**src/rtl/cpu_pkg.sv**
```systemverilog
// Shared types and encodings for the RISC controller: FSM states, instruction
// classes, opcode fields, register-file write mux codes and ALU operations.
package cpu_pkg;

    typedef enum logic [2:0] {
        S_WAIT,
        S_DECODE,
        S_WRITE_IMM,
        S_GET_A,
        S_GET_B,
        S_ALU,
        S_WRITE_REG
    } ctrl_state_t;

    typedef enum logic [2:0] {
        IC_MOV_IMM,
        IC_MOV_REG,
        IC_ALU2,
        IC_CMP,
        IC_UNARY,
        IC_ILLEGAL
    } instr_class_t;

    localparam logic [2:0] OPC_MOV    = 3'b110;
    localparam logic [2:0] OPC_ALU    = 3'b101;
    localparam logic [1:0] OP_MOV_IMM = 2'b10;
    localparam logic [1:0] OP_MOV_REG = 2'b00;

    localparam logic [1:0] VSEL_MDATA = 2'b00;
    localparam logic [1:0] VSEL_IMM8  = 2'b01;
    localparam logic [1:0] VSEL_PC    = 2'b10;
    localparam logic [1:0] VSEL_C     = 2'b11;

    localparam logic [1:0] ALU_ADD = 2'b00;
    localparam logic [1:0] ALU_SUB = 2'b01;
    localparam logic [1:0] ALU_AND = 2'b10;
    localparam logic [1:0] ALU_MVN = 2'b11;

    function automatic logic [15:0] sext8(input logic [7:0] v);
        return {{8{v[7]}}, v};
    endfunction

    function automatic logic [15:0] sext5(input logic [4:0] v);
        return {{11{v[4]}}, v};
    endfunction

endpackage

```
**src/rtl/instr_decoder.sv**
```systemverilog
// Combinational instruction decode: splits the IR into its fields, produces the
// sign-extended immediates and classifies the instruction for the sequencer.
module instr_decoder
    import cpu_pkg::*;
(
    input  logic [15:0]  ir,
    output logic [1:0]   op,
    output logic [2:0]   rn,
    output logic [2:0]   rd,
    output logic [1:0]   sh,
    output logic [2:0]   rm,
    output logic [15:0]  sximm8,
    output logic [15:0]  sximm5,
    output instr_class_t iclass
);

    logic [2:0] opcode;

    assign opcode = ir[15:13];
    assign op     = ir[12:11];
    assign rn     = ir[10:8];
    assign rd     = ir[7:5];
    assign sh     = ir[4:3];
    assign rm     = ir[2:0];
    assign sximm8 = sext8(ir[7:0]);
    assign sximm5 = sext5(ir[4:0]);

    always_comb begin
        iclass = IC_ILLEGAL;
        case (opcode)
            OPC_MOV: begin
                if (op == OP_MOV_IMM)
                    iclass = IC_MOV_IMM;
                else if (op == OP_MOV_REG)
                    iclass = IC_MOV_REG;
            end
            OPC_ALU: begin
                case (op)
                    ALU_ADD, ALU_AND: iclass = IC_ALU2;
                    ALU_SUB:          iclass = IC_CMP;
                    default:          iclass = IC_UNARY;
                endcase
            end
            default: iclass = IC_ILLEGAL;
        endcase
    end

endmodule

```
**src/rtl/cpu_controller.sv**
```systemverilog
// Instruction register plus control sequencer for the datapath; one instruction
// at a time, w high while idle in WAIT.
//
// state       | meaning
// S_WAIT      | idle, accepts load/s
// S_DECODE    | IR stable, choose path by instruction class
// S_WRITE_IMM | write sximm8 into Rn
// S_GET_A     | read Rn into A
// S_GET_B     | read Rm into B
// S_ALU       | compute into C (or status for CMP)
// S_WRITE_REG | write C into Rd
module cpu_controller
    import cpu_pkg::*;
(
    input  logic        clk,
    input  logic        rst_n,
    input  logic [15:0] in,
    input  logic        load,
    input  logic        s,
    output logic        w,
    output logic [1:0]  vsel,
    output logic [2:0]  readnum,
    output logic [2:0]  writenum,
    output logic        write,
    output logic        loada,
    output logic        loadb,
    output logic        loadc,
    output logic        loads,
    output logic        asel,
    output logic        bsel,
    output logic [1:0]  shift,
    output logic [1:0]  ALUop,
    output logic [15:0] sximm8,
    output logic [15:0] sximm5
);

    ctrl_state_t  state, state_nxt;
    logic [15:0]  ir;
    logic [1:0]   op, sh;
    logic [2:0]   rn, rd, rm;
    instr_class_t iclass;

    instr_decoder u_dec (
        .ir     (ir),
        .op     (op),
        .rn     (rn),
        .rd     (rd),
        .sh     (sh),
        .rm     (rm),
        .sximm8 (sximm8),
        .sximm5 (sximm5),
        .iclass (iclass)
    );

    // IR only moves in WAIT so the fields stay stable for the whole instruction.
    always_ff @(posedge clk) begin
        if (!rst_n) begin
            state <= S_WAIT;
            ir    <= 16'h0000;
        end else begin
            state <= state_nxt;
            if (state == S_WAIT && load)
                ir <= in;
        end
    end

    always_comb begin
        state_nxt = state;
        vsel      = VSEL_MDATA;
        readnum   = 3'd0;
        writenum  = 3'd0;
        write     = 1'b0;
        loada     = 1'b0;
        loadb     = 1'b0;
        loadc     = 1'b0;
        loads     = 1'b0;
        asel      = 1'b0;
        shift     = 2'b00;
        case (state)
            S_WAIT: begin
                if (s)
                    state_nxt = S_DECODE;
            end
            S_DECODE: begin
                case (iclass)
                    IC_MOV_IMM:          state_nxt = S_WRITE_IMM;
                    IC_ALU2, IC_CMP:     state_nxt = S_GET_A;
                    IC_MOV_REG, IC_UNARY: state_nxt = S_GET_B;
                    default:             state_nxt = S_WAIT;
                endcase
            end
            S_WRITE_IMM: begin
                vsel      = VSEL_IMM8;
                writenum  = rn;
                write     = 1'b1;
                state_nxt = S_WAIT;
            end
            S_GET_A: begin
                readnum   = rn;
                loada     = 1'b1;
                state_nxt = S_GET_B;
            end
            S_GET_B: begin
                readnum   = rm;
                loadb     = 1'b1;
                state_nxt = S_ALU;
            end
            S_ALU: begin
                shift = sh;
                // MOV reg has no A operand; asel feeds zero so the ALU passes B through.
                asel  = (iclass == IC_MOV_REG);
                if (iclass == IC_CMP) begin
                    loads     = 1'b1;
                    state_nxt = S_WAIT;
                end else begin
                    loadc     = 1'b1;
                    state_nxt = S_WRITE_REG;
                end
            end
            S_WRITE_REG: begin
                vsel      = VSEL_C;
                writenum  = rd;
                write     = 1'b1;
                state_nxt = S_WAIT;
            end
            default: state_nxt = S_WAIT;
        endcase
    end

    assign w     = (state == S_WAIT);
    assign bsel  = 1'b0;
    assign ALUop = op;

endmodule
```
**config.mk**
```make
export PLATFORM = sky130hd
export DESIGN_NAME = cpu_controller
export DESIGN_NICKNAME = d
export VERILOG_FILES = /design/src/rtl/cpu_pkg.sv /design/src/rtl/instr_decoder.sv /design/src/rtl/cpu_controller.sv
export SDC_FILE = /design/constraint.sdc
export NUM_CORES = 1
export LEC_CHECK = 0
export CAP_MARGIN = 20
export CORE_UTILIZATION = 35
export CTS_CLUSTER_DIAMETER = 100
export DETAILED_ROUTE_END_ITERATION = 8
export MAX_ROUTING_LAYER = met4
export PLACE_DENSITY = 0.77
export REMOVE_ABC_BUFFERS = 1
export SYNTH_ARGS = -nofsm -noshare
export SYNTH_HDL_FRONTEND = slang
export SYNTH_SLANG_ARGS = --single-unit
export TNS_END_PERCENT = 10
```
**constraint.sdc**
```tcl
create_clock -name clk -period 1.05 [get_ports clk]
set_input_delay 0.21 -clock clk [delete_from_list [all_inputs] [get_ports clk]]
set_output_delay 0.21 -clock clk [all_outputs]
set_load 0.01 [all_outputs]
```
==> impl_metrics.env <==
export IMPL_crit_type="reg -> out"
export IMPL_final_fill_count=309
export IMPL_p_seq_frac=0.424
export IMPL_synth_edff_count=0
export IMPL_rows=21
export IMPL_grt_total_usage=0.1826
export IMPL_pwr_share_comb=0.301
export IMPL_die_height_um=62.80
export IMPL_clk_pin_slew_worst_paths_ps=70
export IMPL_antenna_found_initial=0
export IMPL_min_to="ir[13]"
export IMPL_syn_area_sq_um=1294
export IMPL_nNetsFinal=250
export IMPL_hold_viol=0
export IMPL_synth_top_area_frac=0.2940
export IMPL_drc_errors=0
export IMPL_synth_most_common_cell="buf_4"
export IMPL_yosys_top_cells_area="dfxtp_1, buf_4, nand2_1, a21boi_2, a21boi_0"
export IMPL_cap_violations=0
export IMPL_synth_cells=159
export IMPL_grt_first_pass_wirelength_um=5464
export IMPL_switching_share=0.2836
export IMPL_start_util=0.3759
export IMPL_synth_main_ff_cell="dfxtp_1"
export IMPL_fin_crit_ps=1486
export IMPL_cp_start_kind="register"
export IMPL_finalSetupViolCount=58
export IMPL_power_switching_mw=0.5326
export IMPL_seq_area_frac_synth=0.2940
export IMPL_die_area_sq_um=3944
export IMPL_grt_setup_unrepaired="true"
export IMPL_worstSkewPairLatency_ps=260
export IMPL_clkPwrFrac=0.275
export IMPL_ff_latch_area_sq_um=402.9
export IMPL_drt_pass1_iterations=4
export IMPL_cts_max_path_buffers=2
export IMPL_cp_required_ps=840
export IMPL_clock_skew_ps=3.852
export IMPL_hold_path_class="reg -> reg"
export IMPL_first_global_vias=1163
export IMPL_p_total_mw=1.878
export IMPL_synth_distinct_cells=30
export IMPL_ios=72
export IMPL_core_sq_um=3442
export IMPL_cts_tree="yes"
export IMPL_ys_async_sr_fraction=0
export IMPL_yosysTopAreaCell="dfxtp_1"
export IMPL_root_buffer="clkbuf_8"
export IMPL_syn_to_final_growth_pct=56.09
export IMPL_r2r_start="state[0]"
export IMPL_crit_arrival_ps=1280
export IMPL_status="finished, violations left"
export IMPL_power_per_cell_area_nw_per_um2=929.8
export IMPL_portBuffers=70
export IMPL_cts_made_buffers=3
export IMPL_rr_endpoint="ir[4]"
export IMPL_holdPathStages=2
export IMPL_clock_sinks=19
export IMPL_synth_warnings=0
export IMPL_ys_ff_latch=19
export IMPL_fin_crit_sh=1.415
export IMPL_fp_dieW_um=62.80
export IMPL_final_antenna_net_count=0
export IMPL_antenna_diode_count=0
export IMPL_drv_slew=0
export IMPL_drt_total_wl_um=3409
export IMPL_wl_per_cell_um=12.40
export IMPL_end_kind="output pin"
export IMPL_synth_top_cells_by_count="buf_4, nand2_1, dfxtp_1, nor2_1, a21boi_2"
export IMPL_min_from="ir[13]"
export IMPL_cts_hold_buffers=0
export IMPL_drive_gt1_frac=0.5808
export IMPL_gp_congestion=0.8269
export IMPL_htreeDepth=1
export IMPL_ir_worst_vdd_uv=576.4
export IMPL_via_per_inst=4.538
export IMPL_grt_overflow=0
export IMPL_drt_iter0_markers=33
export IMPL_r2r_slack_ps=-380
export IMPL_leakage_nw=0.9684
export IMPL_p_int_mw=1.345
export IMPL_crit_fanout=3
export IMPL_dp_hpwl_um=2357
export IMPL_r2r_cells=8
export IMPL_fin_ws_ps=-436.1
export IMPL_avgSynthCellArea_sq_um=8.137
export IMPL_max_freq_ghz=0.6729
export IMPL_violations="setup timing"
export IMPL_route_vias_total=1248
export IMPL_grt_max_degree=19
export IMPL_multiInputGateArea_sq_um=636.9
export IMPL_pre_cts_ws_ps=-612.7
## cell type report
type | instances | area share
Timing Repair Buffer | 108 | 0.4250
Multi-Input combinational cell | 94 | 0.3154
Sequential cell | 19 | 0.1995
Tap cell | 46 | 0.02850
Clock buffer | 3 | 0.02045
Inverter | 4 | 0.008674
Clock inverter | 1 | 0.002478
## power by group through the flow
stage,Sequential (mW),Clock (mW),Combinational [mW]
after detailed placement,0.807,0,0.565
after global placement,0.806,0,0.558
after floorplan,0.864,0,0.135
after CTS,0.796,0.530,0.560
final,0.797,0.516,0.565
after global routing,0.802,0.572,0.604
## logic make-up (layout without fill, tap and decap cells)
family	after synthesis	after routing	share of synthesized area
AND/OR/NAND/NOR	63	63	0.2311
buffers and inverters	46	116	0.2640
multiplexers	3	3	0.02321
AO/OA/AOI/OAI	27	27	0.1847
other	1	1	0.002899
flip-flops	19	19	0.2940
## metal layers
metal | global-route usage | wire [um] | vias up | part of all wire
li1 | - | - | 626 | -
met1 | 0.1993 | 1480 | 571 | 0.43
met2 | 0.3193 | 1663 | 44 | 0.49
met3 | 0.05109 | 214 | 7 | 0.063
met4 | 0.05523 | 50 | 0 | 0.015
met5 | - | 0 | - | 0
## layout by cell type (no fill, tap or decap), drive strengths merged, types with 3 or more instances in the layout
cell,synthesis,layout
a21boi,16,16
a22o,4,4
and2,3,3
buf,41,89
clkbuf,1,3
clkdlybuf4s50,0,19
dfxtp,19,19
inv,4,4
mux2i,3,3
nand2,39,39
nor2,12,12
## worst max-delay path, stage by stage (launching register included)
cell	delay, ps
dfxtp_4	370
inv_4	40
nor3b_4	210
buf_4	150
a22o_1	120
buf_2	120
## through the flow
stage	area, sq um	instances	utilization	hold WS [ps]	TNS (ps)
after floorplan	967.2	117	-	336.7	-13490
after global placement	1978	265	0.5747	463.5	-19130
after detailed placement	1978	265	0.5747	468.9	-20520
after CTS	2007	274	0.5831	481.8	-12980
after global routing	2019	275	0.5867	474.0	-16380
final	2019	275	0.5867	479.8	-12880
## flip-flops by register name (all words and copies together) (netlist names)
signal / flops
ir: 16
state: 3
## how the worst max path moves through the flow
stage,to,depth (start not counted),from,slack [ps]
after floorplan,shift[1],2,ir[4],-600
after global placement,readnum[2],4,state[0],-570
after detailed placement,readnum[1],4,state[0],-610
after CTS,loads,5,state[0],-430
after global routing,readnum[1],5,state[0],-510
final,readnum[1],5,state[0],-440
## repair_timing
action | in CTS | in global routing
pin swaps | 8 | 4
endpoints found under the hold margin | 0 | 0
gates resized for setup | 264 | 2
setup endpoints to repair | 70 | 70
cloned | 1 | 0
setup buffers | 5 | 1
(Power assumes the default switching activity.)
